**src/rtl/riscv_trace_monitor_if.sv**
```systemverilog
// Trace stream between the commit monitor (master) and a trace consumer (slave).
// The head entry is presented show-ahead and popped with a valid/ready handshake.
interface riscv_trace_monitor_if #(
    parameter int XLEN  = 32,
    parameter int DEPTH = 16,
    parameter int CNT_W = 32
) ();
    logic                   tr_valid;
    logic                   tr_ready;
    logic [1:0]             tr_kind;
    logic [4:0]             tr_rd;
    logic [XLEN-1:0]        tr_result;
    logic [XLEN-1:0]        tr_addr;
    logic [XLEN-1:0]        tr_data;
    logic [CNT_W-1:0]       tr_cycle;
    logic [$clog2(DEPTH):0] tr_count;

    modport master (
        output tr_valid, tr_kind, tr_rd, tr_result, tr_addr, tr_data, tr_cycle, tr_count,
        input  tr_ready
    );

    modport slave (
        input  tr_valid, tr_kind, tr_rd, tr_result, tr_addr, tr_data, tr_cycle, tr_count,
        output tr_ready
    );
endinterface

```
**src/rtl/riscv_trace_monitor.sv**
```systemverilog
// Commit-trace and performance monitor for the pipelined RV32I core: logs one
// timestamped entry per writeback/store cycle into a FIFO and keeps hazard counters.
module riscv_trace_monitor #(
    parameter int XLEN      = 32,
    parameter int DEPTH     = 16,
    parameter int CNT_W     = 32,
    parameter int OVERWRITE = 0
) (
    input  logic                 clk,
    input  logic                 rst_n,
    input  logic                 en_i,
    input  logic                 clr_i,
    input  logic                 wb_regwrite,
    input  logic [4:0]           wb_rd,
    input  logic [XLEN-1:0]      wb_result,
    input  logic                 mem_we,
    input  logic [XLEN-1:0]      mem_addr,
    input  logic [XLEN-1:0]      mem_data,
    input  logic                 stall_f,
    input  logic                 flush_d,
    input  logic                 flush_e,
    riscv_trace_monitor_if.master trace,
    output logic [CNT_W-1:0]     cyc_cnt,
    output logic [CNT_W-1:0]     wb_cnt,
    output logic [CNT_W-1:0]     st_cnt,
    output logic [CNT_W-1:0]     stall_cnt,
    output logic [CNT_W-1:0]     flush_cnt,
    output logic [CNT_W-1:0]     drop_cnt
);

    localparam int              AW         = $clog2(DEPTH);
    localparam logic            LP_OW      = (OVERWRITE != 0);
    localparam logic [AW:0]     LP_PTR_ONE = 1;
    localparam logic [CNT_W-1:0] LP_ONE    = 1;

    logic [AW:0]      r_wptr;
    logic [AW:0]      r_rptr;
    logic [CNT_W-1:0] r_cyc;
    logic [CNT_W-1:0] r_wb;
    logic [CNT_W-1:0] r_st;
    logic [CNT_W-1:0] r_stall;
    logic [CNT_W-1:0] r_flush;
    logic [CNT_W-1:0] r_drop;

    logic [1:0]       r_kind   [DEPTH];
    logic [4:0]       r_rd     [DEPTH];
    logic [XLEN-1:0]  r_result [DEPTH];
    logic [XLEN-1:0]  r_addr   [DEPTH];
    logic [XLEN-1:0]  r_data   [DEPTH];
    logic [CNT_W-1:0] r_cycle  [DEPTH];

    logic          w_wb_ev;
    logic          w_st_ev;
    logic          w_push;
    logic          w_pop;
    logic          w_empty;
    logic          w_full;
    logic          w_write;
    logic          w_drop;
    logic          w_rptr_adv;
    logic [AW-1:0] w_widx;
    logic [AW-1:0] w_ridx;

    // Writes to x0 are architecturally invisible, so they are not trace events.
    assign w_wb_ev = wb_regwrite & (wb_rd != 5'd0);
    assign w_st_ev = mem_we;

    assign w_widx  = r_wptr[AW-1:0];
    assign w_ridx  = r_rptr[AW-1:0];
    assign w_empty = (r_wptr == r_rptr);
    assign w_full  = (r_wptr[AW] != r_rptr[AW]) && (w_widx == w_ridx);

    assign w_push  = en_i & ~clr_i & (w_wb_ev | w_st_ev);
    assign w_pop   = ~clr_i & ~w_empty & trace.tr_ready;

    // A same-cycle pop frees a slot, so only a full FIFO without a pop drops.
    assign w_drop     = w_push & w_full & ~w_pop;
    assign w_write    = w_push & (~w_full | w_pop | LP_OW);
    assign w_rptr_adv = w_pop | (w_drop & LP_OW);

    always_ff @(posedge clk or negedge rst_n) begin
        if (!rst_n) begin
            r_wptr <= '0;
            r_rptr <= '0;
            r_drop <= '0;
        end else if (clr_i) begin
            r_wptr <= '0;
            r_rptr <= '0;
            r_drop <= '0;
        end else begin
            if (w_write) begin
                r_wptr <= r_wptr + LP_PTR_ONE;
            end
            if (w_rptr_adv) begin
                r_rptr <= r_rptr + LP_PTR_ONE;
            end
            if (w_drop && (r_drop != '1)) begin
                r_drop <= r_drop + LP_ONE;
            end
        end
    end

    always_ff @(posedge clk or negedge rst_n) begin
        if (!rst_n) begin
            r_cyc   <= '0;
            r_wb    <= '0;
            r_st    <= '0;
            r_stall <= '0;
            r_flush <= '0;
        end else if (clr_i) begin
            r_cyc   <= '0;
            r_wb    <= '0;
            r_st    <= '0;
            r_stall <= '0;
            r_flush <= '0;
        end else if (en_i) begin
            r_cyc <= r_cyc + LP_ONE;
            if (w_wb_ev) begin
                r_wb <= r_wb + LP_ONE;
            end
            if (w_st_ev) begin
                r_st <= r_st + LP_ONE;
            end
            if (stall_f) begin
                r_stall <= r_stall + LP_ONE;
            end
            if (flush_d || flush_e) begin
                r_flush <= r_flush + LP_ONE;
            end
        end
    end

    // Entry storage is not reset; the pointers alone decide what is presented.
    always_ff @(posedge clk) begin
        if (w_write) begin
            r_kind[w_widx]   <= {w_st_ev, w_wb_ev};
            r_rd[w_widx]     <= w_wb_ev ? wb_rd     : 5'd0;
            r_result[w_widx] <= w_wb_ev ? wb_result : '0;
            r_addr[w_widx]   <= w_st_ev ? mem_addr  : '0;
            r_data[w_widx]   <= w_st_ev ? mem_data  : '0;
            r_cycle[w_widx]  <= r_cyc;
        end
    end

    assign trace.tr_valid  = ~w_empty;
    assign trace.tr_kind   = w_empty ? 2'b00 : r_kind[w_ridx];
    assign trace.tr_rd     = w_empty ? 5'd0  : r_rd[w_ridx];
    assign trace.tr_result = w_empty ? '0    : r_result[w_ridx];
    assign trace.tr_addr   = w_empty ? '0    : r_addr[w_ridx];
    assign trace.tr_data   = w_empty ? '0    : r_data[w_ridx];
    assign trace.tr_cycle  = w_empty ? '0    : r_cycle[w_ridx];
    assign trace.tr_count  = r_wptr - r_rptr;

    assign cyc_cnt   = r_cyc;
    assign wb_cnt    = r_wb;
    assign st_cnt    = r_st;
    assign stall_cnt = r_stall;
    assign flush_cnt = r_flush;
    assign drop_cnt  = r_drop;

endmodule

```
**src/flat_wrapper.sv**
```systemverilog
// flat-port wrapper written by rule: the top's interface ports become plain ports
module riscv_trace_monitor_flat 
#(
    parameter int XLEN      = 32,
    parameter int DEPTH     = 16,
    parameter int CNT_W     = 32,
    parameter int OVERWRITE = 0
)
  (clk, rst_n, en_i, clr_i, wb_regwrite, wb_rd, wb_result, mem_we, mem_addr, mem_data, stall_f, flush_d, flush_e, cyc_cnt, wb_cnt, st_cnt, stall_cnt, flush_cnt, drop_cnt, trace_tr_valid, trace_tr_kind, trace_tr_rd, trace_tr_result, trace_tr_addr, trace_tr_data, trace_tr_cycle, trace_tr_count, trace_tr_ready);
  riscv_trace_monitor_if #(.XLEN(XLEN), .DEPTH(DEPTH), .CNT_W(CNT_W)) trace_i ();
  input  logic clk;
  input  logic rst_n;
  input  logic en_i;
  input  logic clr_i;
  input  logic wb_regwrite;
  input  logic [4:0] wb_rd;
  input  logic [XLEN-1:0] wb_result;
  input  logic mem_we;
  input  logic [XLEN-1:0] mem_addr;
  input  logic [XLEN-1:0] mem_data;
  input  logic stall_f;
  input  logic flush_d;
  input  logic flush_e;
  output logic [CNT_W-1:0] cyc_cnt;
  output logic [CNT_W-1:0] wb_cnt;
  output logic [CNT_W-1:0] st_cnt;
  output logic [CNT_W-1:0] stall_cnt;
  output logic [CNT_W-1:0] flush_cnt;
  output logic [CNT_W-1:0] drop_cnt;
  output wire logic [$bits(trace_i.tr_valid)-1:0] trace_tr_valid;
  output wire logic [$bits(trace_i.tr_kind)-1:0] trace_tr_kind;
  output wire logic [$bits(trace_i.tr_rd)-1:0] trace_tr_rd;
  output wire logic [$bits(trace_i.tr_result)-1:0] trace_tr_result;
  output wire logic [$bits(trace_i.tr_addr)-1:0] trace_tr_addr;
  output wire logic [$bits(trace_i.tr_data)-1:0] trace_tr_data;
  output wire logic [$bits(trace_i.tr_cycle)-1:0] trace_tr_cycle;
  output wire logic [$bits(trace_i.tr_count)-1:0] trace_tr_count;
  input wire logic [$bits(trace_i.tr_ready)-1:0] trace_tr_ready;
  assign trace_tr_valid = trace_i.tr_valid;
  assign trace_tr_kind = trace_i.tr_kind;
  assign trace_tr_rd = trace_i.tr_rd;
  assign trace_tr_result = trace_i.tr_result;
  assign trace_tr_addr = trace_i.tr_addr;
  assign trace_tr_data = trace_i.tr_data;
  assign trace_tr_cycle = trace_i.tr_cycle;
  assign trace_tr_count = trace_i.tr_count;
  assign trace_i.tr_ready = trace_tr_ready;
  riscv_trace_monitor #(.XLEN(XLEN), .DEPTH(DEPTH), .CNT_W(CNT_W), .OVERWRITE(OVERWRITE)) u_core (.clk(clk), .rst_n(rst_n), .en_i(en_i), .clr_i(clr_i), .wb_regwrite(wb_regwrite), .wb_rd(wb_rd), .wb_result(wb_result), .mem_we(mem_we), .mem_addr(mem_addr), .mem_data(mem_data), .stall_f(stall_f), .flush_d(flush_d), .flush_e(flush_e), .trace(trace_i), .cyc_cnt(cyc_cnt), .wb_cnt(wb_cnt), .st_cnt(st_cnt), .stall_cnt(stall_cnt), .flush_cnt(flush_cnt), .drop_cnt(drop_cnt));
endmodule
```
**config.mk**
```make
export PLATFORM = sky130hd
export DESIGN_NAME = riscv_trace_monitor_flat
export DESIGN_NICKNAME = d
export VERILOG_FILES = /design/src/rtl/riscv_trace_monitor_if.sv /design/src/rtl/riscv_trace_monitor.sv /design/src/flat_wrapper.sv
export SDC_FILE = /design/constraint.sdc
export NUM_CORES = 2
export LEC_CHECK = 0
export ABC_AREA = 1
export BUFFER_PORTS_ARGS = -buffer_cell sky130_fd_sc_hd__buf_2
export CORE_ASPECT_RATIO = 1.25
export CORE_MARGIN = 2
export CORE_UTILIZATION = 56
export DETAILED_ROUTE_END_ITERATION = 8
export PLACE_DENSITY = 0.77
export SLEW_MARGIN = 20
export SYNTH_ARGS = -nofsm -noshare
export SYNTH_HDL_FRONTEND = slang
export SYNTH_SLANG_ARGS = --single-unit
export TNS_END_PERCENT = 30
```
**constraint.sdc**
```tcl
create_clock -name clk -period 18.71 [get_ports clk]
set_input_delay 0.9355 -clock clk [delete_from_list [all_inputs] [get_ports clk]]
set_output_delay 0.9355 -clock clk [all_outputs]
set_load 0.01 [all_outputs]
```
* After elaboration in Yosys (flattened, before gate mapping)
Memories as Yosys holds them, arrays and structs flattened. Index checks and enable logic that the tools add are counted.
Word-level totals: register bits after elaboration 202, memory bits (writable) 2160, output and inout port bits 333, memories 6
Memories:
- u_core.r_addr | words 16, bits a word 32, rd ports 1, clocked after memory_dff 0, wr ports 1, line riscv_trace_monitor.sv:48 | logic [XLEN-1:0] r_addr [DEPTH];
- u_core.r_cycle | words 16, bits a word 32, rd ports 1, clocked after memory_dff 0, wr ports 1, line riscv_trace_monitor.sv:50 | logic [CNT_W-1:0] r_cycle [DEPTH];
- u_core.r_data | words 16, bits a word 32, rd ports 1, clocked after memory_dff 0, wr ports 1, line riscv_trace_monitor.sv:49 | logic [XLEN-1:0] r_data [DEPTH];
- u_core.r_result | words 16, bits a word 32, rd ports 1, clocked after memory_dff 0, wr ports 1, line riscv_trace_monitor.sv:47 | logic [XLEN-1:0] r_result [DEPTH];
- u_core.r_rd | words 16, bits a word 5, rd ports 1, clocked after memory_dff 0, wr ports 1, line riscv_trace_monitor.sv:46 | logic [4:0] r_rd [DEPTH];
- u_core.r_kind | words 16, bits a word 2, rd ports 1, clocked after memory_dff 0, wr ports 1, line riscv_trace_monitor.sv:45 | logic [1:0] r_kind [DEPTH];
Cells by class: add/sub/neg operators 9, equality and inequality tests 4, multiplexer cells 32, bitwise logic cells 14, reduce and logical (&&, ||, !) cells 16
Operators with widths (number):
- 32-bit two-way mux | 23
- 32-bit by 1-bit adder with 32-bit output (second input constant) | 6
- 32-bit != test (second input constant) | 1
- 5-bit two-way mux | 6
- 2-bit nonzero test | 8
- 5-bit by 1-bit adder with 5-bit output (second input constant) | 2
- 1-bit bitwise AND | 8
- 2-bit AND reduction | 4
- 5-bit == test | 1
- 5-bit nonzero test | 1
- 5-bit subtractor | 1
- 4-bit == test | 1
- 1-bit inverter | 4
- 1-bit logical AND | 2
- 1-bit two-way mux | 2
- 2-bit two-way mux | 1
- 1-bit OR | 2
- 1-bit logical OR | 1
- 1-bit != test | 1

* Logic depth before layout (Yosys ltp)
depth in word-level cells 9, depth in mapped cells 13

* Least setup slack after synthesis
OpenSTA, ideal clock, no wires.
path kind register to register, start point register u_core.r_rptr[1], end point memory u_core.r_addr[0][0], enable pin, arrival time 7.544 ns, required time 18.079 ns, path slack 10.535 ns, cell stages (with the launch flop) 12, buffers on the path 3, clock period less this slack 8.175 ns, path through dfrtp_1 -> buf_2 -> inv_1 -> buf_2 -> clkbuf_1 -> ha_1 -> nand4_1 -> nand3b_1 -> nand2_1 -> inv_1 -> nand2_1 -> nor2_1
On the way: longest elaborated chain between the ends 8, elaborated cells between the ends (all ways) 11, classes of those cells eq/ne: 2; mux: 2; bitwise: 6; reduce/logical: 1
RTL lines:
- start: declaration | line riscv_trace_monitor.sv:37 | logic [AW:0] r_rptr;
- start signal: assignment | line riscv_trace_monitor.sv:95 | r_rptr <= r_rptr + LP_PTR_ONE;
- 5-bit == test | line riscv_trace_monitor.sv:70 | assign w_empty = (r_wptr == r_rptr);
- 1-bit inverter | line riscv_trace_monitor.sv:74 | assign w_pop = ~clr_i & ~w_empty & trace.tr_ready;
- 1-bit bitwise AND (2 in series) | line riscv_trace_monitor.sv:74
- 1-bit OR (*) | line riscv_trace_monitor.sv:78 | assign w_write = w_push & (~w_full | w_pop | LP_OW);
- 1-bit bitwise AND (*) | line riscv_trace_monitor.sv:78
- 1-bit two-way mux (*) | line riscv_trace_monitor.sv:135 | if (w_write) begin
- 1-bit two-way mux (*) | line riscv_trace_monitor.sv:139 | r_addr[w_widx] <= w_st_ev ? mem_addr : '0;
- end: declaration | line riscv_trace_monitor.sv:48
Every way passes the cells marked *; elsewhere a longest branch is shown, timed or not.

* Worst setup path after layout
start point register u_core.r_rptr[0], end point output trace_tr_data[26]
On the way: longest elaborated chain between the ends 2, elaborated cells between the ends (all ways) 3, classes of those cells eq/ne: 1; mux: 1; memory: 1
RTL lines:
- memory 16 x 32 bit or 5-bit == test (tied branches)
- 32-bit two-way mux (*) | line riscv_trace_monitor.sv:150 | assign trace.tr_data = w_empty ? '0 : r_data[w_ridx];
- end: declaration | line flat_wrapper.sv:35 | output wire logic [$bits(trace_i.tr_data)-1:0] trace_tr_data;
Marks and branches as above.

==> qor.yml <==
synth_area_mm2: 0.0984
cts-root-buf: "clkbuf_16"
drv_slew: 0
p_switching_mw: 3.27
synth-async-reset-ratio_pct: 8.55
synthCells: 8655
grt_util_met1_pct: 40.3
via_per_inst: 6.10
drive_above_1_share_pct: 9.79
worstPathCellList: "clkinv_8, buf_4, buf_12, buf_4, o21ai_0, o211ai_1, nand3_1, a21oi_1, buf_2"
crit_path_max_fanout: 238
final_hold_viol_count: 0
arrival_ps: 6100
clk_latency_ps: 890
ys_types: 40
cts_tree: "done"
clk_pin_slew_ps: 70
synth-edff-count: 2160
rr_worst_depth: 10
setup_viol: 0
antenna_found_initial: 20
synth_area_leaders: "edfxtp_1, nor2_1, dfrtp_1, o21ai_0, o211ai_1"
finalCriticalPeriod_ps: 7030
gp_congestion: 0.907
crit_path_frequent_cell: "buf_4"
fin_ws_ps: 11680
clock_sinks: 2362
num_rows: 172
synth-main-ff-cell: "edfxtp_1"
grt_pass1_wl_um: 401000
p_per_area_mw_per_mm2: 109
area_growth_pct: 11.3
max_stage_delay_ps: 890
numCtsBuffers: 213
portBuffers: 443
place_ws_ps: 12510
grt_overflow_total: 0
yosys.area.top_type_share_pct: 65.9
dp_hpwl_um: 143000
critPathSlowestCell: "buf_4"
nNetsFinal: 9003
critPathBufInv: 5
die_x_um: 379
startpoint_type: "flip-flop"
grt_use_met3_pct: 6.82
clockPowerShare_pct: 37.3
grtUsageMet2_pct: 46.6
die-area_mm2: 0.179
hold_path.class: "in2async"
die_h_um: 473
p_seq_share_pct: 48.8
cts_max_path_buffers: 3
ios: 444
yosysMostFrequentCell: "nor2_1"
detail_route.wirelength_um: 269000
ant_nets: 0
max_cap_viol_count: 0
initial_core_util_pct: 56.2
endpoint_kind: "output port"
slew_headroom_pct: 23.3
num_vias: 69600
worstSetupPathType: "reg2out"
yosys-top-cells-count: "nor2_1, edfxtp_1, o21ai_0, nand2_1, nand3_1"
yosys.area.top_type: "edfxtp_1"
power_frac_comb_pct: 13.9
cp.depth: 9
p_total_mw: 12.0
rsz0062_at_grt: "no"
fin_hold_ws_ps: 91.5
core_mm2: 0.175
cts.hold.buffers_added: 0
r2r_end: "u_core.r_result[6][16]"
switching_share_pct: 27.3
gr-usage-all-layers_pct: 29.4
syn_nets: 8782
synth-seq-area-share_pct: 71.0
synth_area_per_cell_um2: 11.4
ir_worst_vdd_uv: 105
drc: 0
fin_util_pct: 62.6
tns_ps: 0
r2r-start: "u_core.r_rptr[3]"
reg2reg_slack_ps: 12690
busiest_layer: "met2"
grt_pass1_vias: 67200
ys_seq_elements: 2362
post_cts_buffers: 0
tightest_slew_ps: 1150
crit_family: "buffers and inverters"
cts.htree.levels: 4
p_leak_nw: 38.7
fmax_ghz: 0.142
fin_crit_sh_pct: 37.6
clock-skew-final_ps: 52.8
drt-pass1-iter-count: 6
cts_resized: 0
grt_start_max_net_pins: 239
wire_per_inst_um: 23.5
first_iter_violations: 9043
yosys_warnings: 0
status: "complete, no violations"
cp.required_ps: 17770
p_int_mw: 8.69
[sequential cells by signal, summed over array words and instances, names as in the netlist]
signal,cells
u_core.r_addr,512
u_core.cyc_cnt,32
u_core.r_wptr,5
u_core.st_cnt,32
u_core.stall_cnt,32
u_core.r_result,512
u_core.flush_cnt,32
u_core.drop_cnt,32
u_core.r_rd,80
u_core.wb_cnt,32
u_core.r_cycle,512
u_core.r_kind,32
u_core.r_data,512
u_core.r_rptr,5
[cells in the final DEF (no fill, tap or decap), types with 8 or more instances in the layout]
master      count
o21ai_0       948
ha_1           15
inv_1         311
nor3b_1         8
clkinv_1       48
bufinv_16      23
buf_4          60
buf_12         18
clkinv_2       39
nand3_1       581
nand4_1        47
buf_2         441
clkbuf_16     214
dfrtp_1       198
clkinvlp_4     11
o21ai_1       238
o211ai_1      405
a21oi_1       194
edfxtp_1     2160
nor2_2          8
nor3_1         21
inv_6          10
clkbuf_1       31
xnor2_1        13
nand2_1       727
xor2_1         18
nor2_4         17
nor2_1       2183
[worst max path at each step]
stage,slack [ps],end,start
6_report,11680,trace_tr_data[26],u_core.r_rptr[0]
5_1_grt,11350,trace_tr_data[11],u_core.r_rptr[0]
4_1_cts,11540,trace_tr_result[10],u_core.r_rptr[0]
3_5_place_dp,12510,trace_tr_result[10],u_core.r_rptr[0]
3_3_place_gp,12560,trace_tr_result[10],u_core.r_rptr[0]
2_1_floorplan,10530,u_core.r_addr[0][0],u_core.r_rptr[1]
[kinds of logic (layout without fill, tap and decap cells)]
family                     count (synthesis)  count (layout)  share of synthesized area, %
buffers and inverters                    835            1242                          3.51
adders and majority gates                 16              16                         0.211
AOI/OAI and AO/OA                       1804            1804                          10.2
and+or+nand+nor                         3607            3607                          14.7
other                                      0               3                             0
xor gates and xnor gates                  31              31                         0.276
DFF                                     2362            2362                          71.0
[power groups by stage]
stage / Combinational [mW] / Clock (mW) / Sequential [mW]
after floorplan: 1.07 / 0 / 5.94
after global placement: 1.58 / 0 / 5.94
after detailed placement: 1.63 / 0 / 5.95
after CTS: 1.64 / 4.49 / 5.83
after global routing: 1.82 / 4.68 / 5.84
final: 1.67 / 4.46 / 5.83
[cell type report]
cell class | instances | area, um^2
timing repair buffer | 524 | 3110
tap | 2349 | 2940
clock inverter | 151 | 1620
antenna | 3 | 7.51
fill | 13200 | 65600
clock buffer | 250 | 5540
multi-input combinational | 5458 | 25200
inverter | 317 | 1230
sequential | 2362 | 69900
[through the flow]
step           cells  cell area [um^2]
5_1_grt        11400            110000
6_report       11400            110000
3_3_place_gp   11000            102000
4_1_cts        11400            109000
2_1_floorplan   8655             98400
3_5_place_dp   11000            102000
[worst register-to-register path: cells and delay by family, from the launching register on]
family,cells,cell delay (ps)
adders and majority gates,1,430
DFF,1,740
and+or+nand+nor,5,1660
buffers and inverters,4,2740
[routing by layer]
metal | vias to the layer above | wire (um) | part of all wire, %
li1 | 31100 | - | -
met1 | 33900 | 103000 | 38
met2 | 4148 | 127000 | 47
met3 | 530 | 31100 | 12
met4 | 18 | 7880 | 2.9
met5 | - | 114 | 0.042
No activity file was read; power rests on OpenSTA's default activity.
